## src/rtl/ram_sync_nolatch_mrmw_pkg.sv

```systemverilog
// Shared encodings and defaults for the multi-read/multi-write register-file RAM.
package ram_sync_nolatch_mrmw_pkg;

   localparam logic ST_INIT = 1'b0;
   localparam logic ST_RUN  = 1'b1;

   localparam int unsigned DEF_ADDR_WIDTH = 5;
   localparam int unsigned DEF_DATA_WIDTH = 32;
   localparam int unsigned DEF_DATA_DEPTH = 32;

   // Init counter width; a one-bit counter is still needed for tiny depths.
   function automatic int unsigned cnt_width(input int unsigned depth);
      return (depth > 1) ? $clog2(depth) : 1;
   endfunction

endpackage

```

## src/rtl/ram_sync_nolatch_mrmw_init_seq.sv

```systemverilog
// Init/run sequencer: sweeps every entry once after reset or a clear, then holds ready.
module ram_init_seq
   import ram_sync_nolatch_mrmw_pkg::*;
#(
   parameter int unsigned ADDR_WIDTH = DEF_ADDR_WIDTH,
   parameter int unsigned DATA_DEPTH = DEF_DATA_DEPTH
) (
   input  logic                  clk,
   input  logic                  reset_n,
   input  logic                  clear,
   output logic                  ready,
   output logic                  init_we,
   output logic [ADDR_WIDTH-1:0] init_addr
);

   localparam int unsigned CNT_W = cnt_width(DATA_DEPTH);
   localparam logic [CNT_W-1:0] CNT_LAST = CNT_W'(DATA_DEPTH - 1);

   logic             state_q, state_d;
   logic [CNT_W-1:0] cnt_q, cnt_d;

   always_comb begin
      state_d = state_q;
      cnt_d   = cnt_q;
      if (state_q == ST_INIT) begin
         if (cnt_q == CNT_LAST) begin
            state_d = ST_RUN;
            cnt_d   = '0;
         end else begin
            cnt_d = cnt_q + 1'b1;
         end
      end else if (clear) begin
         state_d = ST_INIT;
         cnt_d   = '0;
      end
   end

   always_ff @(posedge clk or negedge reset_n) begin
      if (!reset_n) begin
         state_q <= ST_INIT;
         cnt_q   <= '0;
      end else begin
         state_q <= state_d;
         cnt_q   <= cnt_d;
      end
   end

   always_comb begin
      ready     = (state_q == ST_RUN);
      init_we   = (state_q == ST_INIT);
      init_addr = ADDR_WIDTH'(cnt_q);
   end

endmodule

```

## src/rtl/ram_sync_nolatch_mrmw.sv

```systemverilog
// Parametrised NREAD x NWRITE register-file RAM with write priority, optional bypass and
// a hardware init sweep.
module ram_sync_nolatch_mrmw
   import ram_sync_nolatch_mrmw_pkg::*;
#(
   parameter int unsigned ADDR_WIDTH = DEF_ADDR_WIDTH,
   parameter int unsigned DATA_WIDTH = DEF_DATA_WIDTH,
   parameter int unsigned DATA_DEPTH = DEF_DATA_DEPTH,
   parameter int unsigned NREAD      = 2,
   parameter int unsigned NWRITE     = 2,
   parameter int unsigned BYPASS     = 0,
   parameter logic [DATA_WIDTH-1:0] INIT_VALUE = '0
) (
   input  logic                         clk,
   input  logic                         reset_n,
   input  logic                         clear,
   output logic                         ready,
   input  logic [NREAD*ADDR_WIDTH-1:0]  raddr,
   output logic [NREAD*DATA_WIDTH-1:0]  rdata,
   input  logic [NWRITE-1:0]            we,
   input  logic [NWRITE*ADDR_WIDTH-1:0] waddr,
   input  logic [NWRITE*DATA_WIDTH-1:0] wdata,
   output logic                         wr_conflict
);

   logic [DATA_WIDTH-1:0] mem [DATA_DEPTH];

   logic                  init_we;
   logic [ADDR_WIDTH-1:0] init_addr;
   logic [NWRITE-1:0]     wr_ok;
   logic [NWRITE-1:0]     wr_commit;

   ram_init_seq #(
      .ADDR_WIDTH (ADDR_WIDTH),
      .DATA_DEPTH (DATA_DEPTH)
   ) u_init_seq (
      .clk       (clk),
      .reset_n   (reset_n),
      .clear     (clear),
      .ready     (ready),
      .init_we   (init_we),
      .init_addr (init_addr)
   );

   // A port may write only in RUN, outside the clear cycle, and to an existing entry.
   always_comb begin
      wr_ok = '0;
      for (int j = 0; j < int'(NWRITE); j++) begin
         wr_ok[j] = ready && !clear && we[j] &&
                    (32'(waddr[j*ADDR_WIDTH +: ADDR_WIDTH]) < DATA_DEPTH);
      end
   end

   // Highest enabled index wins a shared address; lower ports are dropped.
   always_comb begin
      wr_commit = '0;
      for (int j = int'(NWRITE) - 1; j >= 0; j--) begin
         wr_commit[j] = wr_ok[j];
         for (int k = j + 1; k < int'(NWRITE); k++) begin
            if (wr_ok[k] && (waddr[k*ADDR_WIDTH +: ADDR_WIDTH] ==
                             waddr[j*ADDR_WIDTH +: ADDR_WIDTH])) begin
               wr_commit[j] = 1'b0;
            end
         end
      end
   end

   always_ff @(posedge clk) begin
      if (init_we) begin
         mem[init_addr] <= INIT_VALUE;
      end
      for (int j = 0; j < int'(NWRITE); j++) begin
         if (wr_commit[j]) begin
            mem[waddr[j*ADDR_WIDTH +: ADDR_WIDTH]] <= wdata[j*DATA_WIDTH +: DATA_WIDTH];
         end
      end
   end

   // Bypass only forwards data that will actually commit; ascending scan lets the highest
   // port override, matching commit priority.
   always_comb begin
      rdata = '0;
      for (int i = 0; i < int'(NREAD); i++) begin
         if (ready && (32'(raddr[i*ADDR_WIDTH +: ADDR_WIDTH]) < DATA_DEPTH)) begin
            rdata[i*DATA_WIDTH +: DATA_WIDTH] = mem[raddr[i*ADDR_WIDTH +: ADDR_WIDTH]];
            if (BYPASS != 0) begin
               for (int j = 0; j < int'(NWRITE); j++) begin
                  if (wr_ok[j] && (waddr[j*ADDR_WIDTH +: ADDR_WIDTH] ==
                                   raddr[i*ADDR_WIDTH +: ADDR_WIDTH])) begin
                     rdata[i*DATA_WIDTH +: DATA_WIDTH] = wdata[j*DATA_WIDTH +: DATA_WIDTH];
                  end
               end
            end
         end
      end
   end

   // Full-width address compare, so out-of-range collisions are still flagged.
   always_comb begin
      wr_conflict = 1'b0;
      for (int j = 0; j < int'(NWRITE); j++) begin
         for (int k = j + 1; k < int'(NWRITE); k++) begin
            if (ready && we[j] && we[k] && (waddr[j*ADDR_WIDTH +: ADDR_WIDTH] ==
                                            waddr[k*ADDR_WIDTH +: ADDR_WIDTH])) begin
               wr_conflict = 1'b1;
            end
         end
      end
   end

endmodule

```

## config.mk

```make
export PLATFORM = sky130hd
export DESIGN_NAME = ram_sync_nolatch_mrmw
export DESIGN_NICKNAME = d
export VERILOG_FILES = /design/src/rtl/ram_sync_nolatch_mrmw_pkg.sv /design/src/rtl/ram_sync_nolatch_mrmw_init_seq.sv /design/src/rtl/ram_sync_nolatch_mrmw.sv
export SDC_FILE = /design/constraint.sdc
export NUM_CORES = 2
export LEC_CHECK = 0
export BUFFER_PORTS_ARGS = -buffer_cell sky130_fd_sc_hd__clkbuf_2
export CORE_UTILIZATION = 25
export DETAILED_ROUTE_END_ITERATION = 12
export GPL_ROUTABILITY_DRIVEN = 0
export PLACE_DENSITY_LB_ADDON = 0.3
export SYNTH_ARGS = -nofsm -noshare
export SYNTH_HDL_FRONTEND = slang
export SYNTH_SLANG_ARGS = --single-unit
```

## constraint.sdc

```tcl
create_clock -name clk -period 6 [get_ports clk]
set_clock_uncertainty 0.15 [all_clocks]
set_input_delay 0.3 -clock clk [delete_from_list [all_inputs] [get_ports clk]]
set_output_delay 0.3 -clock clk [all_outputs]
set_load 0.01 [all_outputs]
```

==> run_results.csv <==
group,metric,value,unit
grt,grt_pass1_wl,336000,um
power,p_leak,21.7,nW
die,row_count,179,
die,die_h,491,um
cts,cts_buffer_depth,3,
cts,cts_tree,"yes",
power,peakVddDrop,0.000222,V
sta,slew_headroom,6.73,%
sta,finalHoldViolCount,0,
cts,clock_sinks,1030,
setup_path,cp_max_fo,19,
die,coreArea,238000,sq um
final_layout,fin_cells,7669,
min_path,hold_path_startpoint,"wdata[45]",
sta,setup_viol,0,
setup_path,path_delay_family,"compound AO/OA/AOI/OAI gates",
power,p_per_area,290,nW/um^2
synth,avgSynthCellArea,13.0,sq um
sta,fin_crit,4.28,ns
placement,dp_worst_setup_slack,1.74,ns
setup_path,cp.required,6.34,ns
setup_path,crit_chain,"nand2_1 -> a211oi_4 -> buf_4 -> mux2i_1 -> o21bai_4 -> buf_12",
cts,cts_root_buffer,"clkbuf_16",
sta,rsz0062_at_grt,"no",
status,outcome,"complete, no violations",
synth,ys_warn_count,0,
cts,numCtsBuffers,109,
synth,yosysSeqAreaShare,51.8,%
die,top_level_ports,155,
route,drtIter0Drc,4713,
sta,worst_pin_slew,1.40,ns
synth,synth_edf_count,1024,
route,drc,0,
grt,grt_pass1_vias,41108,
setup_path,critPathBufInv,2,
setup_path,cpPeakStageDelay,1.04,ns
final_layout,fin_nets,4488,
synth,synth.ff_latch_count,1030,
route,routed-via-count,41737,
sta,slew_violations,0,
setup_path,worstRegToRegCells,6,
job,cap_violations,0,
cts,clkSlewWorstSetupHoldPaths,0.07,ns
min_path,hold_end,"mem[20][13]",
setup_path,slowest_stage,"mux2i_1",
route,viasPerCell,5.44,
setup_path,cp_num_cells,6,
cts,cts_htree_levels,3,
sta,period_share,71.3,%
setup_path,r2r_slack,1.72,ns
route,dr.pass1.iters,5,
synth,synthFlopType,"edfxtp_1",
setup_path,regToRegEndpoint,"mem[13][20]",
grt,antenna_found_initial,20,
synth,synthArstFlopShare,0.583,%
sta,final.setup.tns,0,ns
placement,numPortBuffers,154,
grt,overflow,0,
sta,holdWs,0.187,ns
route,ant_nets,0,
setup_path,crit_type,"reg2reg",
setup_path,end_kind,"register",
setup_path,worstSetupStartpointType,"register",
placement,dp_hpwl,145000,um
synth,synthCells,4590,
route,wl_per_cell,31.8,um
die,fp.dieArea,241000,sq um
die,initial_core_util,25.1,%
synth,synth_fp_nets,4681,
final_layout,area_delta_synth_final,12.7,%
cts,post-cts-setup-buffer-count,0,
setup_path,reg2reg_from,"u_init_seq.ready",
grt,grt_usage,19.8,%
sta,fin_ws,1.72,ns
final_layout,drive_above_1_share,31.3,%
synth,ys_types,46,
min_path,hold_class,"in2reg",
placement,dpl.cell_count,7450,
setup_path,crit_arrival,4.61,ns
sta,fmax,234,MHz
min_path,min_path_cells,3,
synth,syn_area,59700,sq um
route,routed_wl,244000,um
die,die_w,491,um
grt,grt_max_degree,66,
cts,clkLatencyLatePin,0.75,ns
==> worst min-delay path, cell delays in order <==
cell and delay, ns:
clkbuf_2 0.50, nand2_1 0.09, o21ai_0 0.08
==> per-stage QoR <==
stage                     util (%)  instance area [sq um]  power (mW)
after global routing          28.3                  67300        20.0
after detailed placement      26.8                  63700        12.7
after CTS                     28.3                  67300        19.6
after global placement        26.8                  63700        12.6
after floorplan                  -                  59700        11.0
final                         28.3                  67300        19.5
==> cell usage after synthesis (2+ instances only) <==
library cell | instances | area share, %
edfxtp_1 | 1024 | 51
nand2_1 | 816 | 5.1
o21ai_0 | 750 | 6.3
mux4_2 | 512 | 19
mux2_2 | 386 | 7.3
clkbuf_1 | 378 | 2.4
buf_2 | 170 | 1.4
nor2_1 | 78 | 0.49
mux2i_1 | 70 | 1.2
a21oi_1 | 65 | 0.54
a221oi_1 | 64 | 0.94
o221ai_1 | 64 | 0.94
and2_1 | 42 | 0.44
o21ai_1 | 28 | 0.23
buf_1 | 19 | 0.12
o22ai_1 | 14 | 0.15
buf_4 | 13 | 0.16
o21bai_1 | 12 | 0.15
nor3b_1 | 8 | 0.10
dfrtp_1 | 6 | 0.25
inv_1 | 6 | 0.038
nand3b_1 | 6 | 0.075
nor3_1 | 5 | 0.042
buf_6 | 4 | 0.075
nand3_1 | 4 | 0.034
nor4_1 | 4 | 0.042
xnor2_1 | 4 | 0.059
a32oi_1 | 3 | 0.044
and3_1 | 3 | 0.031
nand2b_1 | 3 | 0.031
nand4b_2 | 3 | 0.075
nor2_8 | 3 | 0.10
nor2b_1 | 3 | 0.031
xor2_1 | 3 | 0.044
and3b_1 | 2 | 0.029
ha_1 | 2 | 0.042
nor2_2 | 2 | 0.021
or2_2 | 2 | 0.021
or3_1 | 2 | 0.021
==> area by class of cell <==
cell class | instances | area, sq um
clock inverter | 79 | 683
fill | 23955 | 170000
antenna | 13 | 32.5
inverter | 6 | 22.5
timing repair buffer | 280 | 1960
tap | 3167 | 3960
clock buffer | 124 | 2850
multi-input combinational | 2970 | 26900
sequential | 1030 | 30900
==> worst max path at each step <==
stage,startpoint,end,slack (ns)
after floorplan,waddr[3],mem[20][0],2.00
after global placement,waddr[8],mem[2][17],1.79
after detailed placement,waddr[8],mem[13][9],1.74
after CTS,u_init_seq.ready,mem[14][6],1.88
after global routing,u_init_seq.ready,mem[13][20],1.76
final,u_init_seq.ready,mem[13][20],1.72
==> layer usage <==
layer / global-route usage [%] / part of all wire, % / up-vias
met5: 0 / 0.022 / -
met4: 13.1 / 7.0 / 8
met3: 2.75 / 7.1 / 561
met2: 32.8 / 48 / 2199
met1: 24.1 / 38 / 21601
li1: - / - / 17368
==> flip-flops by register name, indices dropped and copies added, names as in the netlist <==
signal / flops
u_init_seq.ready: 1
u_init_seq.init_addr: 5
mem: 1024
==> logic make-up after synthesis <==
| family | count (synthesis) | synth area share [%] |
|---|---|---|
| AND/OR/NAND/NOR | 990 | 6.78 |
| AO/OA/AOI/OAI | 1003 | 9.36 |
| XOR/XNOR | 7 | 0.103 |
| flip-flops | 1030 | 51.8 |
| adder cells (fa/ha/maj) | 2 | 0.0419 |
| multiplexers | 968 | 27.8 |
| buffers and inverters | 590 | 4.20 |
==> power by group <==
part,internal (mW),leakage [nW],switching [mW]
clock,3.87,1.71,3.10
sequential,8.68,9.72,0.320
combinational,1.25,10.3,2.31
total,13.8,21.7,5.72
==> cell usage in the layout, fill, tap and decap left out, types with 5 or more instances in the layout <==
master	Yosys	routed
nand3b_1	6	6
diode_2	0	13
o21ai_1	28	20
bufinv_16	0	11
buf_4	13	109
o21bai_4	0	12
buf_12	0	14
o21ai_4	0	8
and2_4	0	6
nor2_1	78	72
edfxtp_1	1024	1024
inv_6	0	5
a221oi_1	64	64
nor3_1	5	5
mux2_2	386	386
nor3b_1	8	7
clkinv_1	0	38
clkinvlp_4	0	6
clkbuf_16	0	112
o221ai_1	64	64
nand2_1	816	812
clkbuf_1	378	12
inv_1	6	6
and2_1	42	34
mux4_2	512	512
clkbuf_2	0	145
o21ai_0	750	750
o22ai_4	0	12
a21oi_1	65	65
mux2i_1	70	70
dfrtp_1	6	5
nor2_4	1	9
clkinv_2	0	14
==> timing repair <==
action,in CTS,in global routing
hold buffers,3,0
gates resized for setup,0,0
endpoints found under the hold margin,12,0
Note: power is estimated with default switching activity, not from simulation.
